### src/rtl/dac_seq_ctrl_if.sv
// AXI-Stream pair between the waveform FIFO, the playback controller and the DAC tile.
// slave: controller side (consumes s_axis, produces m_axis). master: environment side.
interface dac_seq_ctrl_if #(
  parameter int DATA_W = 256
);
  logic [DATA_W-1:0] s_axis_tdata;
  logic              s_axis_tvalid;
  logic              s_axis_tready;
  logic [DATA_W-1:0] m_axis_tdata;
  logic              m_axis_tvalid;
  logic              m_axis_tready;

  modport slave (
    input  s_axis_tdata, s_axis_tvalid, m_axis_tready,
    output s_axis_tready, m_axis_tdata, m_axis_tvalid
  );

  modport master (
    output s_axis_tdata, s_axis_tvalid, m_axis_tready,
    input  s_axis_tready, m_axis_tdata, m_axis_tvalid
  );
endinterface

### src/rtl/dac_seq_ctrl.sv
// DAC playback controller: triggered playback of FIFO beats with pre/post delay,
// repeat count, first/last-beat lane masks, sticky underrun and abort.
// Config registers are shadowed at trigger so mid-run writes hit the next run only.
module dac_seq_ctrl #(
  parameter int LANES    = 16,
  parameter int SAMPLE_W = 16,
  parameter int CNT_W    = 32
)(
  input  logic                      clk,
  input  logic                      rst,
  dac_seq_ctrl_if.slave             axis,
  input  logic                      cfg_we,
  input  logic [2:0]                cfg_addr,
  input  logic [CNT_W-1:0]          cfg_wdata,
  input  logic [LANES*SAMPLE_W-1:0] idle_data,
  input  logic                      trigger_in,
  input  logic                      abort_in,
  output logic                      mux_sel,
  output logic                      loopback_valid,
  output logic                      busy,
  output logic                      done,
  output logic                      underrun
);
  localparam int DATA_W = LANES*SAMPLE_W;

  typedef enum logic [1:0] {IDLE, PRE, RUN, POST} state_t;
  state_t state;

  // live config registers
  logic [CNT_W-1:0] r_cycle, r_pre, r_post, r_rep;
  logic [LANES-1:0] r_fmask, r_lmask;
  logic [2:0]       r_ctrl;

  // run-time shadows and counters; cnt times whichever of PRE/RUN/POST is active
  logic [CNT_W-1:0] s_cycle, s_pre, s_post, rep_left, cnt;
  logic [LANES-1:0] s_fmask, s_lmask;
  logic             s_mask_en;

  logic              run_act, beat, is_first, is_last, trig_ok, seg_end;
  logic [DATA_W-1:0] masked, tdata_q;
  logic              unused_tready;

  assign run_act  = (state == RUN) && !abort_in;
  assign beat     = run_act && axis.s_axis_tvalid;
  assign is_first = (cnt == s_cycle);
  assign is_last  = (cnt == CNT_W'(1));
  assign trig_ok  = (state == IDLE) && trigger_in && !abort_in && (r_cycle != '0);
  // end of a repeat: last POST cycle, or last beat when there is no POST
  assign seg_end  = ((state == POST) && is_last) ||
                    (beat && is_last && (s_post == '0));

  assign axis.s_axis_tready = run_act;
  assign axis.m_axis_tvalid = 1'b1;
  assign axis.m_axis_tdata  = tdata_q;
  assign loopback_valid     = beat;
  assign busy               = (state != IDLE);
  assign mux_sel            = r_ctrl[1];
  assign unused_tready      = axis.m_axis_tready;

  // per-lane edge masking; cycle_count==1 makes the beat both first and last
  for (genvar i = 0; i < LANES; i++) begin : g_lane
    logic keep;
    assign keep = !s_mask_en || ((!is_first || s_fmask[i]) && (!is_last || s_lmask[i]));
    assign masked[i*SAMPLE_W +: SAMPLE_W] = keep ? axis.s_axis_tdata[i*SAMPLE_W +: SAMPLE_W]
                                                 : '0;
  end

  // config register writes, accepted in any state
  always_ff @(posedge clk or negedge rst) begin
    if (!rst) begin
      r_cycle <= '0; r_pre <= '0; r_post <= '0; r_rep <= '0;
      r_fmask <= '0; r_lmask <= '0; r_ctrl <= '0;
    end else if (cfg_we) begin
      case (cfg_addr)
        3'd0:    r_cycle <= cfg_wdata;
        3'd1:    r_pre   <= cfg_wdata;
        3'd2:    r_post  <= cfg_wdata;
        3'd3:    r_rep   <= cfg_wdata;
        3'd4:    r_fmask <= cfg_wdata[LANES-1:0];
        3'd5:    r_lmask <= cfg_wdata[LANES-1:0];
        3'd6:    r_ctrl  <= cfg_wdata[2:0];
        default: ;
      endcase
    end
  end

  // playback sequencer: trigger/abort first, then repeat decision, then per-state counting
  always_ff @(posedge clk or negedge rst) begin
    if (!rst) begin
      state    <= IDLE;
      cnt      <= '0;
      rep_left <= '0;
      s_cycle  <= '0; s_pre <= '0; s_post <= '0;
      s_fmask  <= '0; s_lmask <= '0; s_mask_en <= 1'b0;
      done     <= 1'b0;
      underrun <= 1'b0;
    end else begin
      done <= 1'b0;
      if (trig_ok) begin
        s_cycle   <= r_cycle;
        s_pre     <= r_pre;
        s_post    <= r_post;
        s_fmask   <= r_fmask;
        s_lmask   <= r_lmask;
        s_mask_en <= r_ctrl[0];
        rep_left  <= r_rep;
        underrun  <= 1'b0;
        if (r_pre != '0) begin
          state <= PRE;
          cnt   <= r_pre;
        end else begin
          state <= RUN;
          cnt   <= r_cycle;
        end
      end else if ((state != IDLE) && abort_in) begin
        state <= IDLE;
      end else if (seg_end) begin
        if (rep_left != '0) begin
          rep_left <= rep_left - 1'b1;
          if (s_pre != '0) begin
            state <= PRE;
            cnt   <= s_pre;
          end else begin
            state <= RUN;
            cnt   <= s_cycle;
          end
        end else begin
          state <= IDLE;
          done  <= 1'b1;
        end
      end else begin
        case (state)
          PRE: begin
            if (is_last) begin
              state <= RUN;
              cnt   <= s_cycle;
            end else begin
              cnt <= cnt - 1'b1;
            end
          end
          RUN: begin
            if (!axis.s_axis_tvalid) begin
              underrun <= 1'b1;
            end else if (is_last) begin
              state <= POST;
              cnt   <= s_post;
            end else begin
              cnt <= cnt - 1'b1;
            end
          end
          POST:    cnt <= cnt - 1'b1;
          default: ;
        endcase
      end
    end
  end

  // output register: consumed beat, idle waveform, or zeros
  always_ff @(posedge clk or negedge rst) begin
    if (!rst)                             tdata_q <= '0;
    else if (beat)                        tdata_q <= masked;
    else if ((state == IDLE) && r_ctrl[2]) tdata_q <= idle_data;
    else                                  tdata_q <= '0;
  end
endmodule

### src/flat_wrapper.sv
// flat-port wrapper written by rule: the top's interface ports become plain ports
module dac_seq_ctrl_flat 
#(
  parameter int LANES    = 16,
  parameter int SAMPLE_W = 16,
  parameter int CNT_W    = 32
)
  (clk, rst, cfg_we, cfg_addr, cfg_wdata, idle_data, trigger_in, abort_in, mux_sel, loopback_valid, busy, done, underrun, axis_s_axis_tdata, axis_s_axis_tvalid, axis_m_axis_tready, axis_s_axis_tready, axis_m_axis_tdata, axis_m_axis_tvalid);
  dac_seq_ctrl_if #(.DATA_W((LANES*SAMPLE_W))) axis_i ();
  input  logic clk;
  input  logic rst;
  input  logic cfg_we;
  input  logic [2:0] cfg_addr;
  input  logic [CNT_W-1:0] cfg_wdata;
  input  logic [LANES*SAMPLE_W-1:0] idle_data;
  input  logic trigger_in;
  input  logic abort_in;
  output logic mux_sel;
  output logic loopback_valid;
  output logic busy;
  output logic done;
  output logic underrun;
  input wire logic [$bits(axis_i.s_axis_tdata)-1:0] axis_s_axis_tdata;
  input wire logic [$bits(axis_i.s_axis_tvalid)-1:0] axis_s_axis_tvalid;
  input wire logic [$bits(axis_i.m_axis_tready)-1:0] axis_m_axis_tready;
  output wire logic [$bits(axis_i.s_axis_tready)-1:0] axis_s_axis_tready;
  output wire logic [$bits(axis_i.m_axis_tdata)-1:0] axis_m_axis_tdata;
  output wire logic [$bits(axis_i.m_axis_tvalid)-1:0] axis_m_axis_tvalid;
  assign axis_i.s_axis_tdata = axis_s_axis_tdata;
  assign axis_i.s_axis_tvalid = axis_s_axis_tvalid;
  assign axis_i.m_axis_tready = axis_m_axis_tready;
  assign axis_s_axis_tready = axis_i.s_axis_tready;
  assign axis_m_axis_tdata = axis_i.m_axis_tdata;
  assign axis_m_axis_tvalid = axis_i.m_axis_tvalid;
  dac_seq_ctrl #(.LANES(LANES), .SAMPLE_W(SAMPLE_W), .CNT_W(CNT_W)) u_core (.clk(clk), .rst(rst), .axis(axis_i), .cfg_we(cfg_we), .cfg_addr(cfg_addr), .cfg_wdata(cfg_wdata), .idle_data(idle_data), .trigger_in(trigger_in), .abort_in(abort_in), .mux_sel(mux_sel), .loopback_valid(loopback_valid), .busy(busy), .done(done), .underrun(underrun));
endmodule
### config.mk
export PLATFORM = sky130hd
export DESIGN_NAME = dac_seq_ctrl_flat
export DESIGN_NICKNAME = d
export VERILOG_FILES = /design/src/rtl/dac_seq_ctrl_if.sv /design/src/rtl/dac_seq_ctrl.sv /design/src/flat_wrapper.sv
export SDC_FILE = /design/constraint.sdc
export NUM_CORES = 1
export LEC_CHECK = 0
export CAP_MARGIN = 10
export CORE_AREA = 5 5 314 316
export DETAILED_ROUTE_END_ITERATION = 12
export DIE_AREA = 0 0 319 321
export GPL_TIMING_DRIVEN = 0
export HOLD_SLACK_MARGIN = 0.12
export PLACE_DENSITY_LB_ADDON = 0.3
export SETUP_SLACK_MARGIN = 0.02
export SLEW_MARGIN = 5
export SYNTH_ARGS = -nofsm -noshare
export SYNTH_HDL_FRONTEND = slang
export SYNTH_SLANG_ARGS = --single-unit
### constraint.sdc
create_clock -name clk -period 3.5 [get_ports clk]
set_clock_uncertainty 0.2 [all_clocks]
set_input_delay 0.7 -clock clk [delete_from_list [all_inputs] [get_ports clk]]
set_output_delay 0.7 -clock clk [all_outputs]
set_load 0.05 [all_outputs]
## Word level (Yosys, flattened, before mapping)

Cells that the tools add are included.

- Flip-flop bits (word level): 616
- Input bits: 554
- Output and inout port bits: 263
- Logic and storage cells: 194

- $add $sub $neg: 2
- Eq/ne operators: 19
- Mux-type cells: 51
- Reductions and logical operators: 103

Operator list:

| operator | count |
|---|---|
| $mux 256 | 2 |
| $mux 32 | 13 |
| $mux 16 | 16 |
| $reduce_bool 32->1 | 4 |
| $pmux 32 s3 | 1 |
| $sub 32x1->32 const B | 2 |
| $logic_or 1x1->1 | 49 |
| $eq 32x1->1 const B | 1 |
| $eq 32x32->1 | 1 |
| $logic_not 32->1 | 1 |
| $logic_and 1x1->1 | 26 |
| $mux 2 | 9 |
| $reduce_and 2->1 | 7 |
| $reduce_and 4->1 | 3 |
| $reduce_bool 5->1 | 2 |
| $eq 3x3->1 const B | 3 |
| $mux 1 | 9 |
| $reduce_bool 2->1 | 4 |
| $eq 3x2->1 const B | 2 |
| $ne 2x1->1 const B | 3 |
| $ne 5x1->1 const B | 1 |
| $ne 5x2->1 const B | 1 |
| $ne 5x3->1 const B | 1 |
| $eq 2x2->1 const B | 2 |
| 9 further kinds | 12 |

## Longest topological paths before layout

Gate-level depths: netlist of the first run.

- Depth in word-level cells: 9
- Gate-level depth with buffers: 12
- Depth with buffers taken out: 9

## Worst setup path before layout of the first run

OpenSTA, ideal clock, no wires.

- Path kind: input to register
- Start: input abort_in
- End: register u_core.rep_left[25]
- Setup time: 0.133 ns
- Arrival: 3.225 ns
- Data required time: 3.167 ns
- Slack: -0.059 ns
- Cell stages on the path: 8
- Buffers on the path: 1
- Cell sequence: nor3b_2 > nand2_1 > o31ai_2 > nand4_2 > buf_4 > or2_1 > o311ai_1 > nand3_1

- Longest elaborated chain between the ends: 8
- Elaborated cells between the ends (all ways): 14
- Those cells by class: 1 x eq/ne; 1 x mux; 12 x reduce/logical

RTL lines:

| element | RTL line | text |
|---|---|---|
| start: declaration | flat_wrapper.sv:17 | `input logic abort_in;` |
| $logic_not 1->1 | dac_seq_ctrl.sv:43, dac_seq_ctrl.sv:47 |  |
| $logic_and 1x1->1 | dac_seq_ctrl.sv:43 | `assign run_act = (state == RUN) && !abort_in;` |
| $logic_and 1x1->1 | dac_seq_ctrl.sv:44 | `assign beat = run_act && axis.s_axis_tvalid;` |
| $logic_and 1x1->1 (2 in series) | dac_seq_ctrl.sv:50 | `(beat && is_last && (s_post == '0));` |
| $logic_or 1x1->1 | dac_seq_ctrl.sv:49 | `assign seg_end = ((state == POST) && is_last) \|\|` |
| $reduce_bool 2->1 (no line) | - |  |
| $reduce_and 3->1 (no line) | - |  |
| end signal: assignment | dac_seq_ctrl.sv:106 | `rep_left <= r_rep;` |
| end signal: assignment | dac_seq_ctrl.sv:119 | `rep_left <= rep_left - 1'b1;` |
| end: declaration | dac_seq_ctrl.sv:35 | `logic [CNT_W-1:0] s_cycle, s_pre, s_post, rep_left, cnt;` |

Parallel ways exist; a longest one is shown, timed or not.
A chain may end at the register's enable or synchronous reset.

## Worst setup path after layout of the first run

- Start: register u_core.state[0]
- End: register u_core.tdata_q[93] (netlist: u_core.axis.m_axis_tdata[93])

- Longest elaborated chain between the ends: 4
- Elaborated cells between the ends (all ways): 7
- Those cells by class: 1 x eq/ne; 2 x mux; 4 x reduce/logical

RTL lines:

| element | RTL line | text |
|---|---|---|
| start: declaration | dac_seq_ctrl.sv:27 | `state_t state;` |
| start signal: assignment | dac_seq_ctrl.sv:90 | `state <= IDLE;` |
| start signal: assignment | dac_seq_ctrl.sv:109 | `state <= PRE;` |
| start signal: assignment | dac_seq_ctrl.sv:112 | `state <= RUN;` |
| $logic_not 2->1 / $eq 2x2->1 (equally long branches) | dac_seq_ctrl.sv:162, dac_seq_ctrl.sv:43 |  |
| $logic_and 1x1->1 (on tied branches) | dac_seq_ctrl.sv:162, dac_seq_ctrl.sv:43 |  |
| $mux 256 / $logic_and 1x1->1 (equally long branches) | dac_seq_ctrl.sv:162, dac_seq_ctrl.sv:44 |  |
| $mux 256 * | dac_seq_ctrl.sv:161 | `else if (beat) tdata_q <= masked;` |
| end signal: assignment | dac_seq_ctrl.sv:161 |  |
| end signal: assignment | dac_seq_ctrl.sv:162 | `else if ((state == IDLE) && r_ctrl[2]) tdata_q <= idle_data;` |
| end: declaration | dac_seq_ctrl.sv:40 | `logic [DATA_W-1:0] masked, tdata_q;` |

Mark *: on every way between the ends. The rest lies on a longest branch, timed or not.

==> flow_metrics.env, run 1 <==
export IMPL_clkTransAtPathRegs_ns=0.06
export IMPL_max_stage_delay_ns=0.66
export IMPL_synthMuxAreaShare_pct=6.78
export IMPL_critPathTopFamily="buffers and inverters"
export IMPL_core_um2=95700
export IMPL_viasPerCell=5.24
export IMPL_wl_per_cell_um=34.6
export IMPL_io_buffers=812
export IMPL_row_count=114
export IMPL_seq_area_frac_synth_pct=59.0
export IMPL_die_x_um=319
export IMPL_crit_path_max_fanout=10
export IMPL_p_leak_nw=16.7
export IMPL_synth_top_area_cell="dfrtp_1"
export IMPL_synthCells=2302
export IMPL_max_cap_viol_count=0
export IMPL_rrSetupSlack_ns=0.03
export IMPL_cts_root_buf="clkbuf_16"
export IMPL_crit_slowest_cell="clkbuf_1"
export IMPL_die_y_um=321
export IMPL_setup_viol=0
export IMPL_r2r_cells=6
export IMPL_grt_max_degree=102
export IMPL_worst_setup_path_end_kind="flip-flop"
export IMPL_dp_hpwl_um=130000
export IMPL_layout_commonest_cell="clkdlybuf4s50_1"
export IMPL_final_layout_size_suffix_gt1_share_pct=12.5
export IMPL_tritoncts="done"
export IMPL_synthSimpleGateAreaFrac_pct=12.4
export IMPL_crit_path_frequent_cell="clkbuf_1"
export IMPL_worst_slew_pin_slew_ns=1.34
export IMPL_synth_area_leaders="dfrtp_1, a22o_1, mux2_2"
export IMPL_synth_main_ff_cell="dfrtp_1"
export IMPL_drt_iter0_markers=2461
export IMPL_yosys_area_share_adder_pct=0.144
export IMPL_area_growth_syn_to_layout_pct=49.9
export IMPL_crit_path_cell_trace="nor2_2, and2_1, clkbuf_1, clkbuf_1, clkbuf_1, a22o_1"
export IMPL_dr_pass1_iters=5
export IMPL_dp_cells=4399
export IMPL_drc=0
export IMPL_ys_warnings_count=0
export IMPL_vias=23970
export IMPL_start_util_pct=27.3
export IMPL_synth_top_family_by_area="compound AO/OA/AOI/OAI gates"
export IMPL_drt_wl_total_um=158000
export IMPL_rsz0062_at_grt="yes"
export IMPL_netlist_area_um2=26100
export IMPL_min_delay_start="u_core.r_post[27]$_DFFE_PN0P_"
export IMPL_avgSynthCellArea_um2=11.3
export IMPL_period_needed_ns=3.47
export IMPL_final_cell_mix="clkdlybuf4s50_1, dfrtp_1, nand2_1"
export IMPL_ant_nets=0
export IMPL_min_to="u_core.s_post[27]$_DFFE_PN0P_"
export IMPL_cts_made_buffers=76
export IMPL_reg2reg_to="u_core.axis.m_axis_tdata[93]$_DFF_PN0_"
export IMPL_synth_top_area_share_pct=59.0
export IMPL_worst_ep_required_time_ns=3.79
export IMPL_grt_pass1_wl_um=209000
export IMPL_ys_ff_latch=616
export IMPL_utilization_pct=40.9
export IMPL_fin_cells=4573
export IMPL_worstSetupPathType="flip-flop to flip-flop"
export IMPL_synth_edff_count=0
export IMPL_ir_drop_v=0.000465
export IMPL_slew_violations=0
export IMPL_cp_data_arrival_time_ns=3.77
export IMPL_clock_sinks=616
export IMPL_synth_compound_area_share_pct=16.6
export IMPL_finalWeightedCongestion=1.06
export IMPL_postSynth_asyncResetShare_pct=100
export IMPL_io_pin_count=817
export IMPL_fin_nets=3767
export IMPL_fmax_mhz=288
export IMPL_grt_pass1_vias=23184
export IMPL_holdPathStages=2
export IMPL_synth_xor_area_share_pct=2.41
export IMPL_outcome="completed"
export IMPL_cts_buffer_depth=3
export IMPL_grt_usage_pct=29.7
export IMPL_relSlewSlack_pct=10.5
export IMPL_setup_tns_final_ns=0
export IMPL_dieArea_um2=102000
export IMPL_hp_class="flip-flop to flip-flop"
export IMPL_crit_buf_inv=3
export IMPL_insertion_delay_ns=0.64
export IMPL_hold_viol=0
export IMPL_h_tree_depth=3
export IMPL_num_fill_cells=9233
export IMPL_grt_overflow=0
export IMPL_min_period_over_period_pct=99.3
export IMPL_synth_fp_nets=2859
export IMPL_rr_startpoint="u_core.state[0]$_DFFE_PN0P_"
export IMPL_start_kind="flip-flop"
export IMPL_p_per_area_nw_per_um2=740
export IMPL_antenna_found_initial=64
export IMPL_synth_cell_types=74
## cell type report
class | count | area, µm² | area share (%)
Inverter | 19 | 75.1 | 0.192
Buffer | 152 | 673 | 1.72
Clock buffer | 100 | 2070 | 5.29
Timing Repair Buffer | 831 | 8450 | 21.6
Sequential cell | 616 | 15400 | 39.4
Tap cell | 1276 | 1600 | 4.08
Multi-Input combinational cell | 1514 | 10300 | 26.3
Clock inverter | 34 | 485 | 1.24
Antenna cell | 31 | 77.6 | 0.198
## per-stage QoR
step	area (µm²)	power [mW]	setup slack [ns]	hold WS, ns
finish	39100	29.0	0.0253	0.256
global route	39100	30.1	-0.0361	0.277
CTS	38900	28.9	-0.106	0.258
detailed placement	36100	20.5	-1.42	0.247
global placement	35800	20.5	-28.34	0.243
floorplan	26100	16.0	0.207	0.204
## cells in the mapped netlist (16+ instances only)
library cell,n
dfrtp_1,616
nand2_1,449
a22o_1,258
mux2_2,156
clkbuf_1,120
nor2_1,73
a21oi_1,63
xnor2_1,60
nor4_1,52
o21ai_0,48
a21o_1,33
o22ai_1,33
nor3_1,27
nand4_1,21
buf_2,20
inv_1,19
a211oi_1,17
or3_1,17
a31oi_1,16
## worst max-delay path by stage
| stage | startpoint | endpoint | slack, ns | cells after the start |
|---|---|---|---|---|
| floorplan | abort_in | u_core.rep_left[25]$_DFFE_PN0P_ | 0.21 | 8 |
| global placement | rst | u_core.axis.m_axis_tdata[101]$_DFF_PN0_ | -28.34 | 1 |
| detailed placement | abort_in | u_core.cnt[2]$_DFFE_PN0P_ | -1.42 | 9 |
| CTS | abort_in | loopback_valid | -0.11 | 6 |
| global route | u_core.cnt[2]$_DFFE_PN0P_ | u_core.axis.m_axis_tdata[96]$_DFF_PN0_ | -0.04 | 9 |
| finish | u_core.state[0]$_DFFE_PN0P_ | u_core.axis.m_axis_tdata[93]$_DFF_PN0_ | 0.03 | 6 |
## per-layer routing
layer	GRT usage, %	vias up	routed length [µm]
met5	0	-	26
met4	10.5	4	6790
met3	6.54	265	11400
met2	50.4	1241	77200
met1	37.6	12256	63000
li1	-	10204	-
## sequential cells by signal (all words and copies together), names as in the netlist
signal / cells
u_core.s_fmask: 16
u_core.r_pre: 32
u_core.s_post: 32
u_core.s_lmask: 16
u_core.r_lmask: 16
u_core.s_cycle: 32
u_core.state: 2
u_core.done: 1
u_core.s_pre: 32
u_core.r_cycle: 32
u_core.rep_left: 32
u_core.underrun: 1
u_core.axis.m_axis_tdata: 256
u_core.r_post: 32
u_core.r_ctrl: 3
u_core.r_fmask: 16
u_core.cnt: 32
u_core.s_mask_en: 1
u_core.r_rep: 32
## kinds of logic after synthesis
family,count (synthesis)
AO/OA/AOI/OAI,571
flip-flops,616
multiplexers,157
other,1
XOR/XNOR,72
adder cells (fa/ha/maj),3
buffers and inverters,172
AND/OR/NAND/NOR,710
## report_power, final
| group | internal [mW] | switching [mW] |
|---|---|---|
| Sequential | 9.06 | 1.87 |
| Combinational | 3.76 | 6.01 |
| Clock | 4.93 | 3.35 |
| Total | 17.8 | 11.2 |
## timing repair
item,4_1_cts,5_1_grt
buffers inserted,4,5
pin swaps,3,6
hold endpoints to repair,55,0
resized for setup,58,40
setup endpoints to repair,408,215
hold buffers,1,0
## worst min-delay path: stages (launching register included)
cell and delay, ns:
dfrtp_1 0.34, nand2_1 0.05, nand2_1 0.05
Note: power is estimated with default switching activity, not from simulation.
==> inputs of run 2 (changes only) <==
--- a/config.mk
+++ b/config.mk
@@ -9,10 +9,10 @@
 export CORE_AREA = 5 5 314 316
 export DETAILED_ROUTE_END_ITERATION = 12
 export DIE_AREA = 0 0 319 321
-export GPL_TIMING_DRIVEN = 0
 export HOLD_SLACK_MARGIN = 0.12
 export PLACE_DENSITY_LB_ADDON = 0.3
 export SETUP_SLACK_MARGIN = 0.02
+export SKIP_LAST_GASP = 1
 export SLEW_MARGIN = 5
 export SYNTH_ARGS = -nofsm -noshare
 export SYNTH_HDL_FRONTEND = slang
==> run 2 against run 1 <==
  * Clock-buffer cell count up 1
  * Clock power decreased by 1%
  * Sequential power barely moved
  * Total power decreased by 2.6%
  * Worst hold slack better by 0.0021 ns
  * Core utilization is 0.072 points higher
  * First-iteration DRC count fell by 29%
  * Via count decreased by 4.3%
  * Critical endpoint is now u_core.cnt[19]$_DFFE_PN0P_
  * Non-clock buffer count is 41 lower
  * Global-route usage down 2.0 points
==> flow_metrics.env, run 2 (same netlist as run 1, synthesis figures left out) <==
export IMPL_power_total_mw=28.2
export IMPL_worst_ep_required_time_ns=3.88
export IMPL_postPlaceCellArea_um2=36600
export IMPL_fmax_mhz=303
export IMPL_r2r_cells=9
export IMPL_finalWeightedCongestion=1.00
export IMPL_fin_nets=3724
export IMPL_final_cell_mix="clkdlybuf4s50_1, dfrtp_1, nand2_1"
export IMPL_dieArea_um2=102000
export IMPL_worst_slack_ns=0.205
export IMPL_cts_root_buf="clkbuf_16"
export IMPL_postCtsSetupRepairBufs=0
export IMPL_critPathCapture="u_core.cnt[19]$_DFFE_PN0P_"
export IMPL_fin_cells=4523
export IMPL_cts_made_buffers=74
export IMPL_dp_cells=4366
export IMPL_clkTransAtPathRegs_ns=0.06
export IMPL_p_per_area_nw_per_um2=720
export IMPL_drt_wl_total_um=147000
export IMPL_pre_cts_ws_ns=-0.0120
export IMPL_wl_per_cell_um=32.5
export IMPL_start_kind="flip-flop"
export IMPL_hold_slack_ns=0.258
export IMPL_setup_viol=0
export IMPL_area_growth_syn_to_layout_pct=50.2
export IMPL_drt_iter0_markers=1748
export IMPL_die_x_um=319
export IMPL_cp_data_arrival_time_ns=3.67
export IMPL_slew_violations=0
export IMPL_tritoncts="done"
export IMPL_worst_slew_pin_slew_ns=1.13
export IMPL_min_period_over_period_pct=94.1
export IMPL_h_tree_depth=3
export IMPL_max_cap_viol_count=0
export IMPL_antenna_found_initial=61
export IMPL_rr_startpoint="u_core.cnt[3]$_DFFE_PN0P_"
export IMPL_ant_nets=0
export IMPL_dp_hpwl_um=119000
export IMPL_utilization_pct=41.0
export IMPL_layout_commonest_cell="clkdlybuf4s50_1"
export IMPL_clock_sinks=616
export IMPL_rsz0062_at_grt="no"
export IMPL_outcome="completed"
export IMPL_worst_setup_path_end_kind="flip-flop"
export IMPL_grt_max_degree=106
export IMPL_setup_tns_final_ns=0
export IMPL_final_layout_size_suffix_gt1_share_pct=13.9
export IMPL_crit_path_max_fanout=22
export IMPL_cp_startpoint="u_core.cnt[3]$_DFFE_PN0P_"
export IMPL_period_needed_ns=3.30
export IMPL_start_util_pct=27.3
export IMPL_core_um2=95700
export IMPL_grt_usage_pct=27.7
export IMPL_viasPerCell=5.07
export IMPL_row_count=114
export IMPL_worstSetupPathType="flip-flop to flip-flop"
export IMPL_largest_reg_flops=256
export IMPL_insertion_delay_ns=0.64
export IMPL_io_buffers=814
export IMPL_drc=0
export IMPL_io_pin_count=817
export IMPL_cts_buffer_depth=3
export IMPL_grt_pass1_vias=22672
export IMPL_p_leak_nw=16.9
export IMPL_ir_drop_v=0.000392
export IMPL_hold_viol=0
export IMPL_relSlewSlack_pct=24.9
export IMPL_vias=22933
export IMPL_die_y_um=321
export IMPL_rrSetupSlack_ns=0.20
export IMPL_hp_class="flip-flop to flip-flop"
export IMPL_grt_pass1_wl_um=198000
export IMPL_grt_overflow=0
export IMPL_dr_pass1_iters=5
export IMPL_reg2reg_to="u_core.cnt[19]$_DFFE_PN0P_"
export IMPL_fin_area_um2=39200
run 2: cell types whose count changed in the layout (fill, tap and decap cells not counted), moves of 20 or more:
cell	before	now
clkbuf_1	112	15
buf_2	20	0
clkbuf_2	21	0
buf_4	14	105
buf_12	2	25
run 2: worst min path at each step:
stage	from	endpoint	slack [ns]	cells after the start
floorplan	rst	u_core.axis.m_axis_tdata[0]$_DFF_PN0_	0.20	0
global placement	u_core.r_lmask[2]$_DFFE_PN0P_	u_core.s_lmask[2]$_DFFE_PN0P_	0.24	2
detailed placement	u_core.r_lmask[9]$_DFFE_PN0P_	u_core.s_lmask[9]$_DFFE_PN0P_	0.25	2
CTS	u_core.r_fmask[0]$_DFFE_PN0P_	u_core.s_fmask[0]$_DFFE_PN0P_	0.25	2
global route	u_core.r_fmask[12]$_DFFE_PN0P_	u_core.s_fmask[12]$_DFFE_PN0P_	0.28	2
finish	u_core.r_fmask[0]$_DFFE_PN0P_	u_core.s_fmask[0]$_DFFE_PN0P_	0.26	2
run 2: critical path, cell delays in order, from the launching register on:
cell and delay, ns:
dfrtp_1 0.49, or4_1 0.61, nor3_2 0.23, nand3_2 0.30, buf_4 0.35, nor3_4 0.41, buf_4 0.27, a22oi_1 0.10
o211ai_1 0.13, o21a_1 0.14
run 2: timing repair:
item                                   in CTS  in global routing
gates resized for setup                     0                  0
endpoints found under the hold margin      50                  0
hold buffers                                1                  0
run 2: power by group:
group	internal (mW)	switching, mW	total (mW)	leakage [nW]
clock	4.90	3.31	8.20	1.24
sequential	9.07	1.83	10.9	7.86
combinational	3.78	5.36	9.14	7.77
run 2: cell type report:
type,instances,area [µm²]
multi-input combinational,1514,10100
timing repair buffer,942,9420
clock inverter,33,457
tap,1276,1600
antenna,22,55.1
fill,9273,56500
sequential,616,15400
clock buffer,101,2100
inverter,19,71.3
run 2: per-layer routing:
layer	wire length, µm	vias to the layer above	global-route usage [%]
li1	-	10099	-
met1	59900	11663	35.6
met2	72500	948	47.2
met3	9530	219	5.55
met4	5300	4	9.20
met5	36	-	0
